$ cat config.mk
export PLATFORM = sky130hd
export DESIGN_NAME = dft_scan_ctrl
export DESIGN_NICKNAME = d
export VERILOG_FILES = /design/src/rtl/dft_scan_ctrl.sv
export SDC_FILE = /design/constraint.sdc
export NUM_CORES = 1
export LEC_CHECK = 0
export ABC_AREA = 1
export CORE_ASPECT_RATIO = 1.4
export CORE_MARGIN = 2
export CORE_UTILIZATION = 47
export DETAILED_ROUTE_END_ITERATION = 8
export GPL_ROUTABILITY_DRIVEN = 0
export PLACE_DENSITY_LB_ADDON = 0.3
export SLEW_MARGIN = 20
export SYNTH_ARGS = -nofsm -noshare
export SYNTH_HDL_FRONTEND = slang
export SYNTH_SLANG_ARGS = --single-unit
export TNS_END_PERCENT = 10
$ cat constraint.sdc
create_clock -name refclk -period 1.6 [get_ports refclk]
set_input_delay 0.24 -clock refclk [delete_from_list [all_inputs] [get_ports refclk]]
set_output_delay 0.24 -clock refclk [all_outputs]
set_load 0.03 [all_outputs]
$ cat src/rtl/dft_scan_ctrl.sv
// Scan-test sequencer: loads stimulus into WIDTH parallel scan chains, pulses capture,
// and streams the previous pattern's response out while the next pattern loads.
module dft_scan_ctrl #(
    parameter int CHAIN_LEN = 8,
    parameter int WIDTH     = 5,
    parameter int PAT_W     = 8
) (
    input  logic             refclk,
    input  logic             reset,
    input  logic             start,
    input  logic [PAT_W-1:0] num_patterns,
    input  logic             abort,
    input  logic [WIDTH-1:0] si_data,
    input  logic             si_valid,
    output logic             si_ready,
    input  logic [WIDTH-1:0] chain_out,
    output logic [WIDTH-1:0] scan_in,
    output logic             scan_en,
    output logic             shift_en,
    output logic             capture_en,
    output logic [WIDTH-1:0] so_data,
    output logic             so_valid,
    output logic             busy,
    output logic             done,
    output logic [PAT_W-1:0] pat_cnt
);

    localparam int CNT_W = (CHAIN_LEN > 1) ? $clog2(CHAIN_LEN) : 1;
    localparam logic [CNT_W-1:0] LAST_BEAT = CNT_W'(CHAIN_LEN - 1);

    typedef enum logic [2:0] {
        S_IDLE,
        S_SHIFT,
        S_CAPTURE,
        S_UNLOAD,
        S_DONE
    } state_t;

    state_t           state;
    state_t           state_nxt;
    logic [CNT_W-1:0] beat_cnt;
    logic [PAT_W-1:0] num_lat;
    logic             have_resp;
    logic             beat;
    logic             last_beat;
    logic             last_pat;
    logic             start_ok;

    assign si_ready = (state == S_SHIFT);
    assign busy     = (state != S_IDLE);

    always_comb begin
        state_nxt = state;
        start_ok  = 1'b0;
        beat      = (state == S_SHIFT) && si_valid;
        last_beat = (beat_cnt == LAST_BEAT);
        last_pat  = ((pat_cnt + PAT_W'(1)) == num_lat);
        case (state)
            S_IDLE: begin
                if (start && !abort) begin
                    start_ok  = 1'b1;
                    state_nxt = (num_patterns == '0) ? S_DONE : S_SHIFT;
                end
            end
            S_SHIFT:   if (beat && last_beat) state_nxt = S_CAPTURE;
            S_CAPTURE: state_nxt = last_pat ? S_UNLOAD : S_SHIFT;
            S_UNLOAD:  if (last_beat) state_nxt = S_DONE;
            S_DONE:    state_nxt = S_IDLE;
            default:   state_nxt = S_IDLE;
        endcase
        if (abort && (state != S_IDLE)) state_nxt = S_IDLE;
    end

    // Strobes are registered one cycle behind the state decision; abort kills them at once.
    always_ff @(posedge refclk or negedge reset) begin
        if (!reset) begin
            state      <= S_IDLE;
            scan_in    <= '0;
            scan_en    <= 1'b0;
            shift_en   <= 1'b0;
            capture_en <= 1'b0;
            so_data    <= '0;
            so_valid   <= 1'b0;
            done       <= 1'b0;
            pat_cnt    <= '0;
            num_lat    <= '0;
            beat_cnt   <= '0;
            have_resp  <= 1'b0;
        end else begin
            state      <= state_nxt;
            scan_en    <= (state_nxt == S_SHIFT) || (state_nxt == S_UNLOAD);
            shift_en   <= !abort && (beat || (state == S_UNLOAD));
            capture_en <= !abort && (state == S_CAPTURE);
            so_valid   <= !abort && shift_en && have_resp;
            done       <= !abort && (state == S_DONE);

            if (beat) begin
                scan_in <= si_data;
            end else if (state == S_UNLOAD) begin
                scan_in <= '0;
            end

            // The tail seen while shift_en is high is the pre-shift response bit.
            if (shift_en && have_resp) so_data <= chain_out;

            if (start_ok) begin
                num_lat   <= num_patterns;
                pat_cnt   <= '0;
                beat_cnt  <= '0;
                have_resp <= 1'b0;
            end

            if (!abort) begin
                case (state)
                    S_SHIFT: begin
                        if (beat && !last_beat) beat_cnt <= beat_cnt + CNT_W'(1);
                    end
                    S_CAPTURE: begin
                        pat_cnt   <= pat_cnt + PAT_W'(1);
                        have_resp <= 1'b1;
                        beat_cnt  <= '0;
                    end
                    S_UNLOAD: begin
                        if (!last_beat) beat_cnt <= beat_cnt + CNT_W'(1);
                    end
                    default: ;
                endcase
            end
        end
    end

endmodule
==> summary.txt, run 1 <==
Status
  • Outcome: finished clean

Floorplanning
  • Total die area: 4510 um^2
  • Die Wd: 57.3 um
  • Core region area: 3880 um^2
  • IO Count: 48
  • Initial Util: 48.2%
  • Die height: 78.7 um
  • Core Rows: 27

Power and ir drop
  • PnR Total Power: 3.23 mW
  • Leakage Power: 1.35 nW
  • Peak supply drop: 0.00104 V
  • PwrDens: 1230 nW/um^2

Yosys
  • Top post-synthesis cells by area: dfrtp_1, nand2_1, inv_1
  • Mapped Area: 1870 um^2
  • Seq/Total Area, Yosys: 50.8%
  • Syn Inst Count: 228
  • #FFs+latches synth: 38
  • Post-synth top area share: 50.8%
  • Top-count cell post-synth: nand2_1
  • Asr flop ratio synth: 100%
  • Post-synth EDFFs: 0
  • Number of distinct library cells after synthesis: 24
  • Synth area leader: dfrtp_1
  • Synth warn: 0
  • Mean Syn Cell Area: 8.21 um^2
  • Top post-synthesis cells by count: nand2_1, dfrtp_1, inv_1
  • Net Count, Synth: 254
  • Main synth FF type: dfrtp_1

Finish
  • Area of the multi-input gates: 813 um^2
  • # fillers: 328
  • Final nets: 322
  • Area Growth Syn to Fin: 40.0%
  • Non-filler cells in the finished layout: 340
  • Number of diodes: 0
  • Reg area: 951 um^2
  • Layout cell share with drive strength beyond 1: 15.5%

Setup path
  • Delay-heaviest family, CP: buffers and inverters
  • CP max-delay cell: clkdlybuf4s50_1
  • WS Path Type: reg2out
  • Crit path cell chain: clkdlybuf4s50_1
  • CP endpoint kind: primary output
  • Worst-path fanout max: 2
  • CP arrival: 1320 ps
  • Crit path launch type: register
  • Max stage delay on crit path: 680 ps
  • Worst Path Buf+Inv: 1
  • CP required: 1360 ps

STA
  • Slew HR: 67.9%
  • Final Skew: 5.25 ps
  • Fin. max-slew vios: 0
  • Final setup viols: 0
  • Crit share post-route: 97.3%
  • Post-layout minimum cycle time: 1560 ps
  • Final hold vios: 0
  • Fmax: 642 MHz
  • Slew @ Worst Pin: 482 ps
  • RSZ-0062 raised after global routing: yes
  • Setup WS post-layout: 43.1 ps

Route
  • ANT nets after route: 0
  • Via/cell ratio: 5.10
  • Drt pass-1 iters: 6
  • Wirelength per Cell: 12.8 um
  • Remaining DRCs: 0
  • Total Wirelength: 4.34 mm
  • DRT iter0 DRCs: 85
  • Vias: 1733

GRT
  • Largest net degree at the start of global routing: 39
  • Number of antenna violations at the first check in global routing: 0
  • Met3 usage: 4.12%
  • GR Util met1: 24.2%
  • Busiest grt layer: met2
  • M2 GR Usage: 38.5%
  • Vias in the first global route: 1763
  • Global-route wire length before repair: 7.51 mm
  • Gr ovfl total: 0
  • Gr usage total: 21.7%

Clock tree
  • Clock transition at path regs: 70 ps
  • CTS tree: yes
  • Sink Count: 38
  • H-tree lvl count: 2
  • Post-CTS Setup Bufs: 0
  • CTS Root Cell: clkbuf_8
  • Clock Path Buffers: 2
  • Num CTS Buffers: 5
  • Clock latency on the worst-skew pair: 290 ps

Place
  • # placed instances: 331
  • Hpwl dp: 3.26 mm
  • DP Worst Slack: -158 ps
  • IO buf count: 47

Flow run
  • Maxcap violations: 0

Min path
  • Worst min-delay path class: reg2reg
==> routing by layer <==
layer  share of wire [%]  wire length, um
met2                  55             2380
met5                   0                0
met3                 2.9              125
met4                 1.8               79
met1                  41             1760
==> metrics by stage <==
step                hold WS (ps)  cell area (um^2)  utilization, %  TNS [ps]
floorplan                  -55.6              1870               -         0
CTS                          479              2580            66.5         0
global placement             315              2490            64.1      -161
finish                       481              2620            67.5         0
global route                 498              2620            67.5     -48.7
detailed placement           319              2490            64.1      -366
==> cells by family after synthesis <==
| kind of cell | Yosys count | synth area share, % |
|---|---|---|
| AO/OA/AOI/OAI | 26 | 7.55 |
| XOR/XNOR | 1 | 0.468 |
| adder cells (fa/ha/maj) | 3 | 2.01 |
| buffers and inverters | 37 | 7.69 |
| flip-flops | 38 | 50.8 |
| multiplexers | 5 | 3.01 |
| AND/OR/NAND/NOR | 118 | 28.5 |
==> cell type report <==
class	count	area share (%)
clock buffer	7	3.29
clock inverter	1	0.191
inverter	35	5.01
multi-input combinational	153	31.0
sequential	38	36.3
tap	43	2.05
timing repair buffer	63	22.1
==> power by group <==
group          internal [mW]  total (mW)  switching [mW]
Combinational          0.528        1.23           0.704
Clock                  0.348       0.681           0.333
Sequential              1.18        1.32           0.136
Total                   2.06        3.23            1.17
==> flip-flops by register name (all words and copies together) (netlist names) <==
name,cells
done,1
shift_en,1
so_valid,1
scan_en,1
so_data,5
pat_cnt,8
scan_in,5
num_lat,8
state,3
beat_cnt,3
capture_en,1
have_resp,1
==> path summary, 6_finish.rpt <==
check / start / end / slack [ps] / depth (start not counted)
hold / removal: beat_cnt[0] / beat_cnt[0] / 480 / 1
hold reg to reg: beat_cnt[0] / beat_cnt[0] / 480 / 1
setup / recovery: scan_in[0] / scan_in[0] / 40 / 1
max in group asynchronous: reset / so_data[3] / 740 / 3
setup reg to reg: pat_cnt[0] / state[1] / 100 / 10
min in group asynchronous: reset / pat_cnt[5] / 520 / 3
==> cell usage in the layout (no fill, tap or decap), drive strengths merged <==
cell,synthesis,final
a21oi,6,6
buf,2,18
clkbuf,0,7
clkdlybuf4s50,0,32
clkinv,0,1
dfrtp,38,38
dlygate4sd2,0,8
dlygate4sd3,0,1
dlymetal6s2s,0,4
ha,3,3
inv,35,35
mux2,5,5
nand2,66,66
nand3,23,23
nand3b,3,3
nand4,5,5
nor2,17,17
nor3,2,2
nor4,1,1
o21ai,15,15
o21bai,1,1
o22ai,4,4
or2,1,1
xnor2,1,1
==> what timing repair did <==
action | in CTS | in global routing
pin swaps | 0 | 1
hold endpoints to repair | 3 | 0
resized for setup | 12 | 14
hold buffers | 1 | 0
cloned | 0 | 0
setup endpoints to repair | 9 | 7
(Power assumes the default switching activity.)
==> inputs of run 2 (changes only) <==
Settings changed: TNS_END_PERCENT 10 to not set.
==> summary.txt, run 2 (synthesis results as in run 1) <==
Status
  • Outcome: finished clean (unchanged)

Floorplanning
  • Die Wd: 57.3 um (unchanged)
  • Initial Util: 48.2% (unchanged)
  • Core Rows: 27 (unchanged)
  • Die height: 78.7 um (unchanged)
  • Total die area: 4510 um^2 (unchanged)
  • Core region area: 3880 um^2 (unchanged)
  • IO Count: 48 (unchanged)

Place
  • Hpwl dp: 3.26 mm (unchanged)
  • IO buf count: 47 (unchanged)
  • # placed instances: 331 (unchanged)
  • DP Worst Slack: -158 ps (unchanged)

STA
  • Final Skew: 5.99 ps (was 5.25 ps)
  • Slew HR: 67.6% (was 67.9%)
  • Fin Setup TNS: 0 ps (unchanged)
  • Post-layout minimum cycle time: 1560 ps (about the same)
  • Slew @ Worst Pin: 486 ps (was 482 ps)
  • Setup WS post-layout: 40.7 ps (was 43.1 ps)
  • Fmax: 641 MHz (was 642 MHz)
  • Final setup viols: 0 (unchanged)
  • RSZ-0062 raised after global routing: yes (unchanged)
  • Fin. max-slew vios: 0 (unchanged)
  • Crit share post-route: 97.5% (was 97.3%)
  • Final hold vios: 0 (unchanged)

GRT
  • Number of antenna violations at the first check in global routing: 0 (unchanged)
  • Largest net degree at the start of global routing: 39 (unchanged)
  • Global-route wire length before repair: 7.51 mm (unchanged)
  • Gr ovfl total: 0 (unchanged)
  • Gr usage total: 21.7% (unchanged)
  • Vias in the first global route: 1763 (unchanged)

Route
  • Via/cell ratio: 5.11 (was 5.10)
  • Remaining DRCs: 0 (unchanged)
  • DRT iter0 DRCs: 83 (was 85)
  • Total Wirelength: 4.45 mm (was 4.34 mm)
  • Vias: 1752 (was 1733)
  • ANT nets after route: 0 (unchanged)
  • Wirelength per Cell: 13.0 um (was 12.8 um)
  • Drt pass-1 iters: 4 (was 6)

Power and ir drop
  • Leakage Power: 1.37 nW (was 1.35 nW)
  • Comb power frac: 39.7% (was 38.1%)
  • Clock group share of total power: 20.6% (was 21.1%)
  • PwrDens: 1250 nW/um^2 (was 1230 nW/um^2)
  • Psw: 1.20 mW (was 1.17 mW)
  • Switching Share: 36.1% (was 36.3%)
  • Cell Int Power: 2.12 mW (was 2.06 mW)
  • Peak supply drop: 0.00120 V (was 0.00104 V)
  • Flop pwr share: 39.7% (was 40.8%)

Setup path
  • R2r setup slk: 90 ps (was 100 ps)
  • Worst flop-to-flop path endpoint: state[0] (was state[1])
  • Worst Path Buf+Inv: 1 (unchanged)
  • WS Path Type: reg2out (unchanged)
  • Delay-heaviest family, CP: buffers and inverters (unchanged)
  • CP required: 1360 ps (about the same)
  • CP endpoint kind: primary output (unchanged)
  • Crit path launch type: register (unchanged)
  • CP arrival: 1320 ps (about the same)
  • CP max-delay cell: clkdlybuf4s50_1 (unchanged)
  • Crit path cell chain: clkdlybuf4s50_1 (unchanged)
  • Critical R2R Launch: state[0] (was pat_cnt[0])
  • R2r worst-path depth: 10 (unchanged)
  • Max stage delay on crit path: 680 ps (about the same)
  • Worst-path fanout max: 2 (unchanged)

Min path
  • WHS Endpoint: beat_cnt[0] (unchanged)
  • Worst min-delay path class: reg2reg (unchanged)
  • Hold path cells: 1 (unchanged)
  • Hold_sp: beat_cnt[0] (unchanged)

Clock tree
  • CTS tree: yes (unchanged)
  • H-tree lvl count: 2 (unchanged)
  • Clock Path Buffers: 2 (unchanged)
  • Sink Count: 38 (unchanged)
  • CTS Root Cell: clkbuf_8 (unchanged)
  • Clock latency on the worst-skew pair: 290 ps (about the same)
  • Num CTS Buffers: 5 (unchanged)
  • Clock transition at path regs: 70 ps (about the same)

Finish
  • Final nets: 325 (was 322)
  • Layout cell share with drive strength beyond 1: 17.7% (was 15.5%)
  • Number of diodes: 0 (unchanged)
  • # fillers: 316 (was 328)
  • Biggest regs: num_lat x8, pat_cnt x8 (unchanged)
  • Non-filler cells in the finished layout: 343 (was 340)
  • Area of the multi-input gates: 828 um^2 (was 813 um^2)
  • Area Growth Syn to Fin: 42.2% (was 40.0%)
  • Most common cell after layout, fill and taps aside: nand2_1 (unchanged)
  • Commonest non-fill, non-tap cells in the layout: nand2_1, dfrtp_1, inv_1, clkdlybuf4s50_1, nand3_1 (unchanged)
  • Reg area: 951 um^2 (unchanged)

Flow run
  • Maxcap violations: 0 (unchanged)
==> run 2: final cells by class <==
class / instances / share of cell area [%]
Sequential cell: 38 / 35.7
Multi-Input combinational cell: 153 / 31.1
Clock inverter: 1 / 0.188
Inverter: 35 / 4.93
Clock buffer: 7 / 3.24
Tap cell: 43 / 2.02
Timing Repair Buffer: 66 / 22.8
==> run 2: metal layers <==
metal	part of all wire (%)	track usage [%]
met3	3.0	4.12
met4	2.5	11.2
met2	54	38.5
met1	40	24.2
met5	0	0
==> run 2: worst max-delay path by stage <==
stage,end,slack (ps),startpoint,cells after the start
6_report,scan_in[0],40,scan_in[0],1
5_1_grt,state[1],-40,state[2],7
4_1_cts,busy,10,state[1],5
3_5_place_dp,state[0],-160,num_patterns[3],6
3_3_place_gp,scan_en,-80,num_patterns[3],6
2_1_floorplan,state[1],20,pat_cnt[1],9
==> run 2: what timing repair did <==
| action | 4_1_cts | 5_1_grt |
|---|---|---|
| hold endpoints to repair | 3 | 0 |
| hold buffers | 1 | 0 |
| pin swaps | 0 | 4 |
| setup buffers | 0 | 3 |
| gates resized for setup | 12 | 19 |
| setup endpoints to repair | 9 | 7 |
==> run 2: power by group through the flow <==
| stage | combinational, mW | clock [mW] | sequential [mW] |
|---|---|---|---|
| finish | 1.32 | 0.683 | 1.32 |
| global route | 1.46 | 0.742 | 1.35 |
| CTS | 1.24 | 0.695 | 1.32 |
| detailed placement | 1.24 | 0 | 1.33 |
| global placement | 1.22 | 0 | 1.32 |
| floorplan | 0.543 | 0 | 1.50 |
==> run 2: per-stage QoR <==
step | hold slack [ps] | utilization (%) | area [um^2] | total power [mW]
final | 479 | 68.5 | 2660 | 3.32
after global routing | 498 | 68.5 | 2660 | 3.55
after CTS | 479 | 66.5 | 2580 | 3.26
after detailed placement | 319 | 64.1 | 2490 | 2.57
after global placement | 315 | 64.1 | 2490 | 2.55
after floorplan | -55.6 | - | 1870 | 2.04
==> variant 1 (flow settings as in run 1) <==
Set the parameter `CHAIN_LEN` to 16 (it was 8).
--- a/src/rtl/dft_scan_ctrl.sv
+++ b/src/rtl/dft_scan_ctrl.sv
@@ -3,3 +3,3 @@
 module dft_scan_ctrl #(
-    parameter int CHAIN_LEN = 8,
+    parameter int CHAIN_LEN = 16,
     parameter int WIDTH     = 5,
Function: changed (a bounded check fails within 10 cycles, from zero or initial values and one cycle with reset low).
==> variant 1 against run 1 <==
Sequential cell count up 1; sequential power up 5%; power up 15%; routed wire length up 6.9%; core utilization up 2.9 points; clock skew down 0.71 ps; die area up 3.6%; count of clock-buffer cells in the layout unchanged; hold slack worse by 75 ps; synthesized area up 3.9%; worst setup slack worse by 3.3 ps; cell area up 6.1%; highest routed layer unchanged.
==> variant 1: results (changes against run 1) <==
- Max VDD drop: 1160 uV (was 1040 uV)
- Fill cells: 327 (was 328)
- Mapped Nets: 253 (was 254)
- Sequential share of cell area: 0.351 (was 0.363)
- R2R depth: 12 (was 10)
- PostCTS Resize Cnt: 11 (was 12)
- Layout cells sized above 1: 0.226 (was 0.155)
- Distinct cells, synth: 28 (was 24)
- ClkCell Share: 0.0373 (was 0.0348)
- Sequential share of the synthesized area: 0.502 (was 0.508)
- Clk_skew: 4.54 ps (was 5.25 ps)
- Seq cells post-synth: 39 (was 38)
- Hpwl dp: 3.48 mm (was 3.26 mm)
- Pre-antenna DRT Iters: 4 (was 6)
- Outcome: finished, final reports clean (unchanged)
- Slew @ Worst Pin: 425 ps (was 482 ps)
- Worst min path class: in2async (was reg2reg)
- Non-clk invs: 36 (was 35)
- All-layer global routing usage: 0.218 (was 0.217)
- Count of multi-input gates: 152 (was 153)
- Drt total wl: 4.64 mm (was 4.34 mm)
- Pin count of the biggest net entering global routing: 24 (was 39)
- M1 WL: 1.75 mm (was 1.76 mm)
- First-pass GRT wire length: 7.65 mm (was 7.51 mm)
- Vias per inst: 5.20 (was 5.10)
variant 1: cell count changes after synthesis, sizes merged, moves of 3 or more:
cell and delta:
a22o +5, nor2 +5, nand2 -3, nand3 -3, nand4 -3, o21ai -3, xor2 +3
variant 1: worst register-to-register path, cell delays in order, from the launching register on:
cell	delay, ps
dfrtp_1	390
ha_2	200
nand2_1	60
inv_1	50
nand2_2	90
nand2_2	60
nand2_1	50
nand2_1	60
or2_1	220
nand2_1	80
inv_2	50
nand2_2	50
o21ai_2	40
variant 1: worst min path at each step:
stage / start / slack, ps / cells after the start / endpoint
global placement: reset / 200 / 1 / pat_cnt[6]
finish: reset / 410 / 2 / pat_cnt[6]
CTS: reset / 420 / 2 / pat_cnt[6]
floorplan: reset / -60 / 0 / beat_cnt[0]
global route: reset / 450 / 2 / num_lat[1]
detailed placement: reset / 200 / 1 / pat_cnt[6]
variant 1: cell families after synthesis:
kind of cell             synth area share
AO/OA/AOI/OAI                      0.0907
XOR/XNOR                           0.0180
adder cells (fa/ha/maj)            0.0129
buffers and inverters              0.0721
flip-flops                          0.502
multiplexers                       0.0290
AND/OR/NAND/NOR                     0.275
variant 1: stage by stage:
stage | hold WS (ps) | total power [mW] | area, um^2 | worst slack [ps]
floorplan | -55.6 | 2.30 | 1950 | 21.2
global placement | 198 | 2.94 | 2600 | 12.3
detailed placement | 197 | 2.97 | 2600 | -29.4
CTS | 420 | 3.71 | 2710 | 6.79
global route | 448 | 3.94 | 2780 | -15.6
finish | 406 | 3.73 | 2780 | 39.8
variant 1: where the power goes:
group	switching [mW]	internal [mW]
clock network	0.352	0.392
registers	0.153	1.24
logic	0.877	0.711
total	1.38	2.35
==> variant 2 (config.mk and constraints of run 1) <==
Without the edit above. Encoding of `state_t`: now one-hot (5 bits for 5 states).
--- a/src/rtl/dft_scan_ctrl.sv
+++ b/src/rtl/dft_scan_ctrl.sv
@@ -30,8 +30,8 @@
 
-    typedef enum logic [2:0] {
-        S_IDLE,
-        S_SHIFT,
-        S_CAPTURE,
-        S_UNLOAD,
-        S_DONE
+    typedef enum logic [4:0] {
+        S_IDLE    = 5'b00001,
+        S_SHIFT   = 5'b00010,
+        S_CAPTURE = 5'b00100,
+        S_UNLOAD  = 5'b01000,
+        S_DONE    = 5'b10000
     } state_t;
Formal check against the unedited RTL: same outputs for any inputs over 10 cycles, from zero or initial values and one cycle with reset low; not proved beyond that.
==> variant 2 against run 1 <==
The flow now finishes with violations (negative hold slack, negative setup slack); first-iteration DRC count increased by 22%; sequential cell count increased by 2; synthesized area increased by 9.4%; power increased by 17%; die area increased by 8.8%; clock skew decreased by 0.69 ps; routed wire length increased by 17%; cell area increased by 15%; worst setup slack got worse by 120 ps; maximum frequency decreased by 7.0%; critical path type unchanged; critical endpoint is now si_ready.
==> variant 2: results (changes against run 1) <==
- CP max FO: 4 (was 2)
- Layout cells sized above 1: 0.250 (was 0.155)
- Net Sw Power: 1.21 mW (was 1.17 mW)
- P_leak: 1.57 nW (was 1.35 nW)
- WHS: -4.00 ps (was 481 ps)
- Mapped Nets: 275 (was 254)
- Final Hold Viols: 4 (was 0)
- Setup WS pre-CTS: -180 ps (was -158 ps)
- Final WS setup: -73.8 ps (was 43.1 ps)
- Setup violators final: 9 (was 0)
- Placed Cells incl. Taps: 356 (was 331)
- CTS Hold Bufs: 0 (was 1)
- Outcome: finished with violations (was finished, final reports clean)
- PostCTS Resize Cnt: 28 (was 12)
- Postcts setup bufs: 1 (was 0)
- Worst stage delay on the critical path: 570 ps (was 680 ps)
- Share of power burned in registers: 0.357 (was 0.408)
- Cell area power density: 1250 nW/um^2 (was 1230 nW/um^2)
- Met2 Use GR: 0.375 (was 0.385)
- Critical Path Sink: si_ready (was scan_in[0])
- M1 WL: 1.89 mm (was 1.76 mm)
- All-layer global routing usage: 0.215 (was 0.217)
- Worst EP arrival: 1430 ps (was 1320 ps)
- Final nets: 349 (was 322)
- R2R depth: 8 (was 10)
- RR Endpoint: state[4] (was state[1])
- Metal2 WL: 2.80 mm (was 2.38 mm)
- Fill cells: 312 (was 328)
- Failing checks: negative hold slack, negative setup slack
==> variant 2: changes by cell type after synthesis, sizes merged, moves of 2 or more <==
| cell | run 1 | this run |
|---|---|---|
| o21ai | 15 | 18 |
| a32o | 0 | 5 |
| nor2 | 17 | 21 |
| nand3 | 23 | 28 |
| inv | 35 | 39 |
| o22ai | 4 | 1 |
| nand2 | 66 | 68 |
| nand3b | 3 | 1 |
| a21oi | 6 | 2 |
==> variant 2: kinds of logic after synthesis <==
group / count (synthesis) / share of synthesized area
buffers and inverters: 41 / 0.0776
muxes: 5 / 0.0275
adders and majority gates: 3 / 0.0183
DFF: 40 / 0.489
AOI/OAI and AO/OA: 27 / 0.0819
xor gates and xnor gates: 2 / 0.00855
and+or+nand+nor: 131 / 0.297
==> variant 2: worst min-delay path by stage <==
stage | startpoint | to | slack, ps | cells past startpoint
5_1_grt | reset | pat_cnt[6] | 40 | 2
6_report | reset | pat_cnt[7] | -4 | 2
3_5_place_dp | reset | num_lat[7] | 330 | 2
3_3_place_gp | reset | pat_cnt[7] | 330 | 2
4_1_cts | reset | done | 10 | 2
2_1_floorplan | reset | beat_cnt[0] | -60 | 0
==> variant 2: final cells by class <==
type / instances / area [um^2] / area share
Sequential cell: 40 / 1010 / 0.335
Multi-Input combinational cell: 168 / 986 / 0.327
Tap cell: 45 / 56.3 / 0.0187
Clock buffer: 5 / 68.8 / 0.0228
Inverter: 39 / 154 / 0.0511
Clock inverter: 3 / 90.1 / 0.0299
Timing Repair Buffer: 69 / 649 / 0.216
==> variant 2: metrics by stage <==
stage                     hold slack [ps]  utilization
after global routing                 35.8        0.717
after detailed placement              333        0.639
after CTS                            14.3        0.687
after floorplan                     -55.6            -
after global placement                333        0.639
final                               -4.00        0.717
